[src/rtl/dino_game_ctrl.sv]
// dino_game_ctrl
//   Game-flow sequencer and input arbiter for the dino game.
//   - Turns the raw vsync into a one-cycle frame tick.
//   - Runs the IDLE / RUN / PAUSE / OVER game state machine.
//   - Merges button, keyboard and ultrasonic-ranger requests into one
//     jump/duck command pair per frame.
//   - Keeps the mm:ss BCD run time and the best run time.
//
// Ports
//   clk, rst                   : clock, synchronous active-high reset
//   vsync                      : VGA vsync (clk-synchronous); frame = rising edge
//   start_pulse, pause_pulse   : one-cycle start / pause-toggle requests
//   btn_jump, btn_duck         : debounced button levels (highest priority)
//   kbd_jump, kbd_duck         : keyboard key-held levels
//   distance [19:0], sonic_en  : ranger distance in cm (0 = no echo), enable
//   collision                  : collision level from the game logic
//   game_state [1:0]           : 0 IDLE, 1 RUN, 2 PAUSE, 3 OVER
//   game_active                : high iff game_state is RUN
//   frame_tick                 : one-cycle pulse per frame
//   jump_cmd, duck_cmd         : arbitrated commands, held for one frame
//   cmd_src [1:0]              : 0 none, 1 button, 2 keyboard, 3 sonic
//   time_bcd, best_bcd [15:0]  : {min_tens, min_ones, sec_tens, sec_ones}
module dino_game_ctrl #(
  parameter int FRAMES_PER_SEC = 60,
  parameter int NEAR_CM        = 10,
  parameter int DUCK_CM        = 25
) (
  input  logic        clk,
  input  logic        rst,
  input  logic        vsync,
  input  logic        start_pulse,
  input  logic        pause_pulse,
  input  logic        btn_jump,
  input  logic        btn_duck,
  input  logic        kbd_jump,
  input  logic        kbd_duck,
  input  logic [19:0] distance,
  input  logic        sonic_en,
  input  logic        collision,
  output logic [1:0]  game_state,
  output logic        game_active,
  output logic        frame_tick,
  output logic        jump_cmd,
  output logic        duck_cmd,
  output logic [1:0]  cmd_src,
  output logic [15:0] time_bcd,
  output logic [15:0] best_bcd
);

  localparam int CNT_W = (FRAMES_PER_SEC > 1) ? $clog2(FRAMES_PER_SEC) : 1;
  localparam logic [CNT_W-1:0] CNT_LAST = CNT_W'(FRAMES_PER_SEC - 1);
  localparam logic [19:0]      NEAR_D   = 20'(NEAR_CM);
  localparam logic [19:0]      DUCK_D   = 20'(DUCK_CM);
  localparam logic [15:0]      TIME_MAX = 16'h9959;

  typedef enum logic [1:0] {
    S_IDLE  = 2'd0,
    S_RUN   = 2'd1,
    S_PAUSE = 2'd2,
    S_OVER  = 2'd3
  } state_t;

  state_t state_q, state_d;
  logic   game_active_q, game_active_d;

  logic             vsync_q;
  logic             frame_tick_q, frame_tick_d;
  logic             jump_q, jump_d;
  logic             duck_q, duck_d;
  logic [1:0]       src_q, src_d;
  logic [CNT_W-1:0] cnt_q, cnt_d;
  logic [15:0]      time_q, time_d;
  logic [15:0]      best_q, best_d;

  // Decoded control events
  logic clear_run;
  logic run_tick;
  logic enter_over;

  // Arbitration results
  logic       son_ok, son_jump, son_duck;
  logic       arb_jump, arb_duck;
  logic [1:0] arb_src;

  // Advance the BCD mm:ss time by one second, holding at 99:59.
  function automatic logic [15:0] bcd_sec_inc(input logic [15:0] t);
    logic [3:0] mt, mo, st, so;
    {mt, mo, st, so} = t;
    if (t == TIME_MAX) return t;
    if (so != 4'd9) begin
      so = so + 4'd1;
    end else begin
      so = 4'd0;
      if (st != 4'd5) begin
        st = st + 4'd1;
      end else begin
        st = 4'd0;
        if (mo != 4'd9) begin
          mo = mo + 4'd1;
        end else begin
          mo = 4'd0;
          mt = mt + 4'd1;
        end
      end
    end
    return {mt, mo, st, so};
  endfunction

  // ---- FSM: state register ----
  always_ff @(posedge clk) begin
    if (rst) begin
      state_q       <= S_IDLE;
      game_active_q <= 1'b0;
    end else begin
      state_q       <= state_d;
      game_active_q <= game_active_d;
    end
  end

  // ---- FSM: next state ----
  always_comb begin
    state_d = state_q;
    unique case (state_q)
      S_IDLE:  if (start_pulse) state_d = S_RUN;
      // A collision on a tick beats a same-cycle pause request.
      S_RUN: begin
        if (frame_tick_q && collision) state_d = S_OVER;
        else if (pause_pulse)          state_d = S_PAUSE;
      end
      S_PAUSE: if (pause_pulse) state_d = S_RUN;
      S_OVER:  if (start_pulse) state_d = S_RUN;
      default: state_d = S_IDLE;
    endcase
  end

  // ---- FSM: outputs / control decode ----
  always_comb begin
    game_active_d = (state_d == S_RUN);
    clear_run     = ((state_q == S_IDLE) || (state_q == S_OVER)) && start_pulse;
    run_tick      = (state_q == S_RUN) && frame_tick_q;
    enter_over    = (state_q == S_RUN) && (state_d == S_OVER);
  end

  // ---- Request sources and fixed-priority arbitration ----
  always_comb begin
    son_ok   = sonic_en && (distance != 20'd0);
    son_jump = son_ok && (distance < NEAR_D);
    son_duck = son_ok && (distance >= NEAR_D) && (distance < DUCK_D);

    arb_jump = 1'b0;
    arb_duck = 1'b0;
    arb_src  = 2'd0;
    // The winning source supplies both commands; jump wins inside a source.
    if (btn_jump || btn_duck) begin
      arb_jump = btn_jump;
      arb_duck = btn_duck && !btn_jump;
      arb_src  = 2'd1;
    end else if (kbd_jump || kbd_duck) begin
      arb_jump = kbd_jump;
      arb_duck = kbd_duck && !kbd_jump;
      arb_src  = 2'd2;
    end else if (son_jump || son_duck) begin
      arb_jump = son_jump;
      arb_duck = son_duck;
      arb_src  = 2'd3;
    end
  end

  // ---- Frame tick, commands, timer, best time ----
  always_comb begin
    frame_tick_d = vsync && !vsync_q;

    jump_d = jump_q;
    duck_d = duck_q;
    src_d  = src_q;
    // Commands drop on the same edge that leaves RUN.
    if (state_d != S_RUN) begin
      jump_d = 1'b0;
      duck_d = 1'b0;
      src_d  = 2'd0;
    end else if (run_tick) begin
      jump_d = arb_jump;
      duck_d = arb_duck;
      src_d  = arb_src;
    end

    cnt_d  = cnt_q;
    time_d = time_q;
    if (clear_run) begin
      cnt_d  = '0;
      time_d = 16'h0000;
    end else if (run_tick) begin
      if (cnt_q == CNT_LAST) begin
        cnt_d  = '0;
        time_d = bcd_sec_inc(time_q);
      end else begin
        cnt_d = cnt_q + CNT_W'(1);
      end
    end

    // BCD digits are ordered most-significant first, so a plain unsigned
    // compare orders run times correctly.
    best_d = best_q;
    if (enter_over && (time_q > best_q)) best_d = time_q;
  end

  always_ff @(posedge clk) begin
    if (rst) begin
      vsync_q      <= 1'b0;
      frame_tick_q <= 1'b0;
      jump_q       <= 1'b0;
      duck_q       <= 1'b0;
      src_q        <= 2'd0;
      cnt_q        <= '0;
      time_q       <= 16'h0000;
      best_q       <= 16'h0000;
    end else begin
      vsync_q      <= vsync;
      frame_tick_q <= frame_tick_d;
      jump_q       <= jump_d;
      duck_q       <= duck_d;
      src_q        <= src_d;
      cnt_q        <= cnt_d;
      time_q       <= time_d;
      best_q       <= best_d;
    end
  end

  assign game_state  = state_q;
  assign game_active = game_active_q;
  assign frame_tick  = frame_tick_q;
  assign jump_cmd    = jump_q;
  assign duck_cmd    = duck_q;
  assign cmd_src     = src_q;
  assign time_bcd    = time_q;
  assign best_bcd    = best_q;

endmodule

[config.mk]
export PLATFORM = sky130hd
export DESIGN_NAME = dino_game_ctrl
export DESIGN_NICKNAME = d
export VERILOG_FILES = /design/src/rtl/dino_game_ctrl.sv
export SDC_FILE = /design/constraint.sdc
export NUM_CORES = 1
export LEC_CHECK = 0
export CAP_MARGIN = 40
export CELL_PAD_IN_SITES_DETAIL_PLACEMENT = 1
export CELL_PAD_IN_SITES_GLOBAL_PLACEMENT = 1
export CORE_MARGIN = 10
export CORE_UTILIZATION = 32
export DETAILED_ROUTE_END_ITERATION = 6
export GPL_TIMING_DRIVEN = 0
export PLACE_DENSITY_LB_ADDON = 0.1
export SYNTH_ARGS = -nofsm -noshare
export SYNTH_HDL_FRONTEND = slang
export SYNTH_SLANG_ARGS = --single-unit
[constraint.sdc]
create_clock -name clk -period 2.6 [get_ports clk]
set_clock_uncertainty 0.1 [all_clocks]
set_input_delay 0.52 -clock clk [delete_from_list [all_inputs] [get_ports clk]]
set_output_delay 0.52 -clock clk [all_outputs]
set_load 0.05 [all_outputs]
==> run summary, run 1 <==
# DRC -> 0
VDD IR max -> 0.307 mV
# clock sinks -> 47
Post-synth top area cell -> dfxtp_1
Endpoints failing setup -> 0
Mapped Cells -> 313
Async S/R FF share, synth -> 0%
Comb power frac -> 19.6%
M3 GR Usage -> 3.14%
Tmin final -> 2470 ps
Final setup TNS -> 0 ps
Largest family of logic cells by synthesized area -> simple AND/OR/NAND/NOR gates
Post-Synth Simple-Gate Area -> 27.0%
Root buffer selected by CTS -> clkbuf_8
Status -> finished, final reports clean
Row cnt -> 33
GRT overflow -> 0
DR vias/cell -> 4.98
Crit-path cells -> inv_1 -> ha_1 -> inv_1 -> o22ai_1 -> o22ai_1 -> or4b_1 -> a21oi_4 -> buf_4 -> mux2i_1
Top Ports -> 71
Vias in the first global route -> 2597
Synthesized area per cell -> 8.50 um2
Max-Cap Viols -> 0
Final net count -> 445
CTS Buf Count -> 5
Worst-Skew Late Latency -> 310 ps
Max Freq -> 406 MHz
Power Internal -> 1.11 mW
Fraction of layout cells with a size suffix above 1 -> 7.63%
Post-synth top area share -> 35.4%
Final Instance Area -> 0.00364 mm2
Synth Area in Compound Gates -> 11.5%
Vias post-DR -> 2482
Gr usage total -> 12.1%
Final hold viol count -> 0
Post-synth top cells -> 47 x dfxtp_1, 32 x nand2b_1, 27 x inv_1
Power Dens Cells -> 431 mW/mm2
Initial antenna violation count -> 0
Worst Hold Class -> reg -> reg
Mapped Nets -> 366
Leakage -> 1.23 nW
Met2 Usage GRT -> 21.3%
GRT Max-Usage Layer -> met2
Mux contribution to synthesized area -> 6.82%
First-pass GRT wire length -> 12.7 mm
Seq/Total Area, Yosys -> 35.4%
Worst Path Arrival -> 2600 ps
DRC violation total after the first TritonRoute iteration -> 42
Slew @ Worst Pin -> 532 ps
Chip height -> 111 um
Reg area -> 960 um2
Yosys warns -> 0
Drt wl/cell -> 15.2 um
Placed insts -> 487
Main synth FF type -> dfxtp_1
Die area -> 0.0124 mm2
Synth Area in Adders -> 10.3%
Synthesis-to-layout area growth -> 36.8%
Core Util, Final -> 44.7%
Hold_ws -> 291 ps
Initial Util -> 32.7%
Clock power share -> 32.0%
Drt first pass iters -> 4
Final worst path period share -> 94.8%
GRT met1 Usage -> 13.7%
Final RePlAce weighted congestion -> 0.757
Crit path max fanout -> 6
Worst setup EP type -> flop
Post-placement cell area -> 0.00351 mm2
H-tree depth -> 2
EDFF count, synth -> 0
CTS Buffer Depth -> 2
CP max-delay cell -> or4b_1
Critical Path Source Type -> flop
Multi-input gate area -> 0.00159 mm2
Count of non-filler cells in the finished layout -> 498
Diode count -> 0
Final HPWL DP -> 6.05 mm
Normalized max-slew margin -> 64.4%
Worst Path Required -> 2730 ps
Slew Limit Fails -> 0
Syn Std Cell Area -> 0.00266 mm2
Largest net degree at the start of global routing -> 15
Crit path largest cell delay -> 570 ps
Most frequent cell after synthesis -> dfxtp_1
Seq pwr share -> 48.3%
PortBufs -> 69
Post-synth cell types -> 45
Post-route ant nets -> 0
Synth Register Bits -> 47
Filler cell count -> 954
Switching share of power -> 29.4%
Chip width -> 111 um
Sw power -> 0.462 mW
CTS tree -> built
Ranking of synthesized cells by area -> dfxtp_1 35%, ha_1 10%, nand2b_1 7.5%
Synth Area in XOR/XNOR -> 3.95%
Clock transition at path regs -> 90 ps
RSZ-0062 raised after global routing -> no
Placeable Area -> 0.00813 mm2
Critical path class -> reg -> reg
Hold-fix buffers at CTS -> 0
Final WL -> 7.59 mm
[cells by family (layout without fill, tap and decap cells)]
logic type / count (synthesis) / in the layout
multiplexers: 18 / 18
buffers and inverters: 35 / 115
XOR/XNOR: 12 / 12
adder cells (fa/ha/maj): 22 / 22
AO/OA/AOI/OAI: 51 / 51
AND/OR/NAND/NOR: 128 / 128
flip-flops: 47 / 47
[state kept, by name (all words and copies together) (netlist names)]
name / cells
best_bcd: 16
cmd_src: 2
cnt_q: 6
duck_cmd: 1
frame_tick: 1
game_active: 1
game_state: 2
jump_cmd: 1
time_bcd: 16
vsync_q: 1
[repair_timing]
action / in CTS / in global routing
gates cloned: 0 / 0
endpoints found under the setup margin: 10 / 10
buffers inserted: 1 / 2
pin swaps: 0 / 1
gates resized for setup: 0 / 2
[metal layers]
layer  wire length (um)  part of all wire, %
met4                121                  1.6
met1               3370                   44
met3                349                  4.6
met2               3750                   49
met5                  0                    0
[critical path, delay by kind of cell, from the launching register on]
family	cells	cell delay, ps
DFF	1	390
AOI/OAI and AO/OA	3	470
adders and majority gates	1	340
buffers and inverters	3	310
and+or+nand+nor	1	570
muxes	1	220
[cell usage in the layout, fill, tap and decap left out, drive strengths merged, types with 3 or more instances in the layout]
cell           count
inv               28
nor4               6
ha                22
xnor2              6
nand4              7
clkbuf            14
nor3               7
nand3              8
nor2b              7
or3                5
o21ai             10
nor3b              3
mux2i             17
a21oi             23
dfxtp             47
buf                4
xor2               6
nand2b            32
nor2              25
clkdlybuf4s50     69
nand2             18
o211ai             5
[final cells by class]
class                      count  area share, %
multi-input combinational    231           43.8
sequential                    47           26.4
buffer                         8           1.03
tap                          105           3.61
inverter                      27           2.78
clock inverter                 1          0.172
clock buffer                   7           2.65
timing repair buffer          72           19.6
[worst paths after layout]
kind | from | end | slack [ps] | cells past startpoint
setup reg to reg | game_state[0] | best_bcd[0] | 130 | 9
setup / recovery | game_state[0] | best_bcd[0] | 130 | 9
hold / removal | vsync_q | frame_tick | 290 | 1
hold reg to reg | vsync_q | frame_tick | 290 | 1
[stage by stage]
stage	total power [mW]	worst slack, ps
2_1_floorplan	0.955	4.70
3_3_place_gp	1.08	-339
3_5_place_dp	1.09	-370
4_1_cts	1.60	82.4
5_1_grt	1.66	7.77
6_report	1.57	135
[power groups by stage]
stage                     registers (mW)  logic [mW]  clock network (mW)
after floorplan                    0.832       0.123                   0
after global placement             0.776       0.307                   0
after detailed placement           0.775       0.312                   0
after CTS                          0.760       0.313               0.526
after global routing               0.762       0.344               0.552
final                              0.759       0.308               0.503
Note: power is estimated with default switching activity, not from simulation.
==> run 2: changes to the inputs <==
clock period = 2.01 ns   (was 2.6 ns; I/O delays follow)
==> run 2 against run 1 <==
Compared with the run above:
- the flow now finishes with violations (negative setup slack)
- die area unchanged
- cell count increased by 3.8%
- combinational power increased by 87%
- utilization increased by 4.7 points
- critical endpoint is now best_bcd[1]
- global-route usage increased by 1.0 points
- wire length increased by 11%
- fmax increased by 5.4%
- design area increased by 10%
- sequential power increased by 28%
- register-to-register slack got worse by 460 ps
- count of clock-buffer cells in the layout decreased by 2
==> run summary, run 2 (same netlist as run 1, synthesis figures left out) <==
Power Dens Cells -> 521 mW/mm2
Initial antenna violation count -> 0
Core Util, Final -> 49.4%
Chip height -> 111 um
R2R Path Start -> game_state[0]
Tmin final -> 2340 ps
Diode count -> 0
Final worst path period share -> 116%
Fraction of layout cells with a size suffix above 1 -> 24.3%
Root buffer selected by CTS -> clkbuf_8
Status -> finished with violations
# clock sinks -> 47
VDD IR max -> 0.363 mV
Worst Hold Class -> reg -> reg
Leading cell type in the layout, fill and taps excluded -> clkdlybuf4s50_1
RR Endpoint -> best_bcd[1]
PortBufs -> 69
Largest net degree at the start of global routing -> 14
Row cnt -> 33
CTS Buf Count -> 5
Chip width -> 111 um
DRC violation total after the first TritonRoute iteration -> 62
Final HPWL DP -> 6.19 mm
Multi-input gate area -> 0.00179 mm2
Max Freq -> 428 MHz
Reg area -> 0.00100 mm2
Slew Limit Fails -> 0
Total Power -> 2.10 mW
Hold path startpoint -> vsync_q
Clock transition at path regs -> 90 ps
DR vias/cell -> 5.08
Synthesis-to-layout area growth -> 51.1%
Placeable Area -> 0.00813 mm2
R2r setup slk -> -330 ps
R2R depth -> 9
Commonest non-fill, non-tap cells in the layout -> 46 x clkdlybuf4s50_1, 32 x nand2b_1, 27 x dfxtp_2, 25 x inv_1, 25 x nor2_1
RSZ-0062 raised after global routing -> yes
Final setup TNS -> -6800 ps
Leakage -> 1.52 nW
Die area -> 0.0124 mm2
Final WL -> 8.40 mm
Endpoints failing setup -> 27
Critical Path Source Type -> flop
Critical path class -> reg -> reg
CTS Buffer Depth -> 2
Final worst slack -> -328 ps
GRT overflow -> 0
Drt wl/cell -> 16.2 um
Vias in the first global route -> 2796
Worst Path Arrival -> 2450 ps
Slew @ Worst Pin -> 520 ps
H-tree depth -> 2
Crit path max fanout -> 6
Final hold viol count -> 0
Initial Util -> 32.7%
Hold_ws -> 280 ps
CTS tree -> built
Hold Path Depth -> 1
Max-Cap Viols -> 0
Worst-Skew Late Latency -> 290 ps
Filler cell count -> 974
Worst Path Required -> 2120 ps
Normalized max-slew margin -> 65.2%
Failing checks -> negative setup slack
Gr usage total -> 13.1%
Post-route ant nets -> 0
Drt first pass iters -> 4
Vias post-DR -> 2626
Top Ports -> 71
Hold endpoint -> frame_tick
Final RePlAce weighted congestion -> 0.784
Worst setup EP type -> flop
Final net count -> 465
First-pass GRT wire length -> 14.0 mm
# DRC -> 0
==> run 2: power breakdown <==
group	switching [mW]	total, mW	internal (mW)
clock network	0.313	0.546	0.233
logic	0.303	0.575	0.272
registers	0.0256	0.975	0.950
==> run 2: worst max-delay path: stages, from the launching register on <==
cell	delay, ps
dfxtp_4	390
inv_4	40
ha_4	280
inv_4	40
o22ai_4	150
o22ai_2	120
or4b_4	580
a21oi_4	190
buf_6	170
mux2i_1	210
==> run 2: routing by layer <==
metal / global-route usage (%) / vias to the layer above / routed length [um]
met5: 0 / - / 0
met3: 3.08 / 10 / 353
li1: - / 1283 / -
met1: 14.8 / 1292 / 3470
met4: 2.31 / 0 / 120
met2: 24.3 / 41 / 4450
==> run 2: final cells by class <==
cell class              instances  area share, %
multi-input cells             231           44.5
clock buffers                   5           1.71
inverters                      27           2.65
flip-flops and latches         47           25.0
repair buffers                 95           22.2
plain buffers                   5          0.498
well taps                     105           3.27
clock inverters                 2          0.218
==> run 2: timing repair <==
action / CTS / global route
buffers inserted: 17 / 10
cloned: 1 / 0
pin swaps: 3 / 15
endpoints found under the setup margin: 46 / 36
hold endpoints to repair: 0 / 0
hold buffers: 0 / 0
gates resized for setup: 35 / 29
==> run 2: worst max-delay path by stage <==
stage / startpoint / to / depth (start not counted)
finish: game_state[0] / best_bcd[1] / 9
global route: time_bcd[7] / time_bcd[15] / 6
CTS: time_bcd[7] / time_bcd[15] / 6
detailed placement: pause_pulse / best_bcd[14] / 8
global placement: pause_pulse / best_bcd[9] / 8
floorplan: game_state[0] / best_bcd[12] / 9
==> run 2: metrics by stage <==
| stage | cell area, um2 | instances | setup WS, ps |
|---|---|---|---|
| after CTS | 3840 | 512 | -303 |
| after detailed placement | 3570 | 487 | -784 |
| after global routing | 4020 | 517 | -395 |
| after floorplan | 2750 | 313 | -356 |
| after global placement | 3570 | 487 | -717 |
| final | 4020 | 517 | -328 |
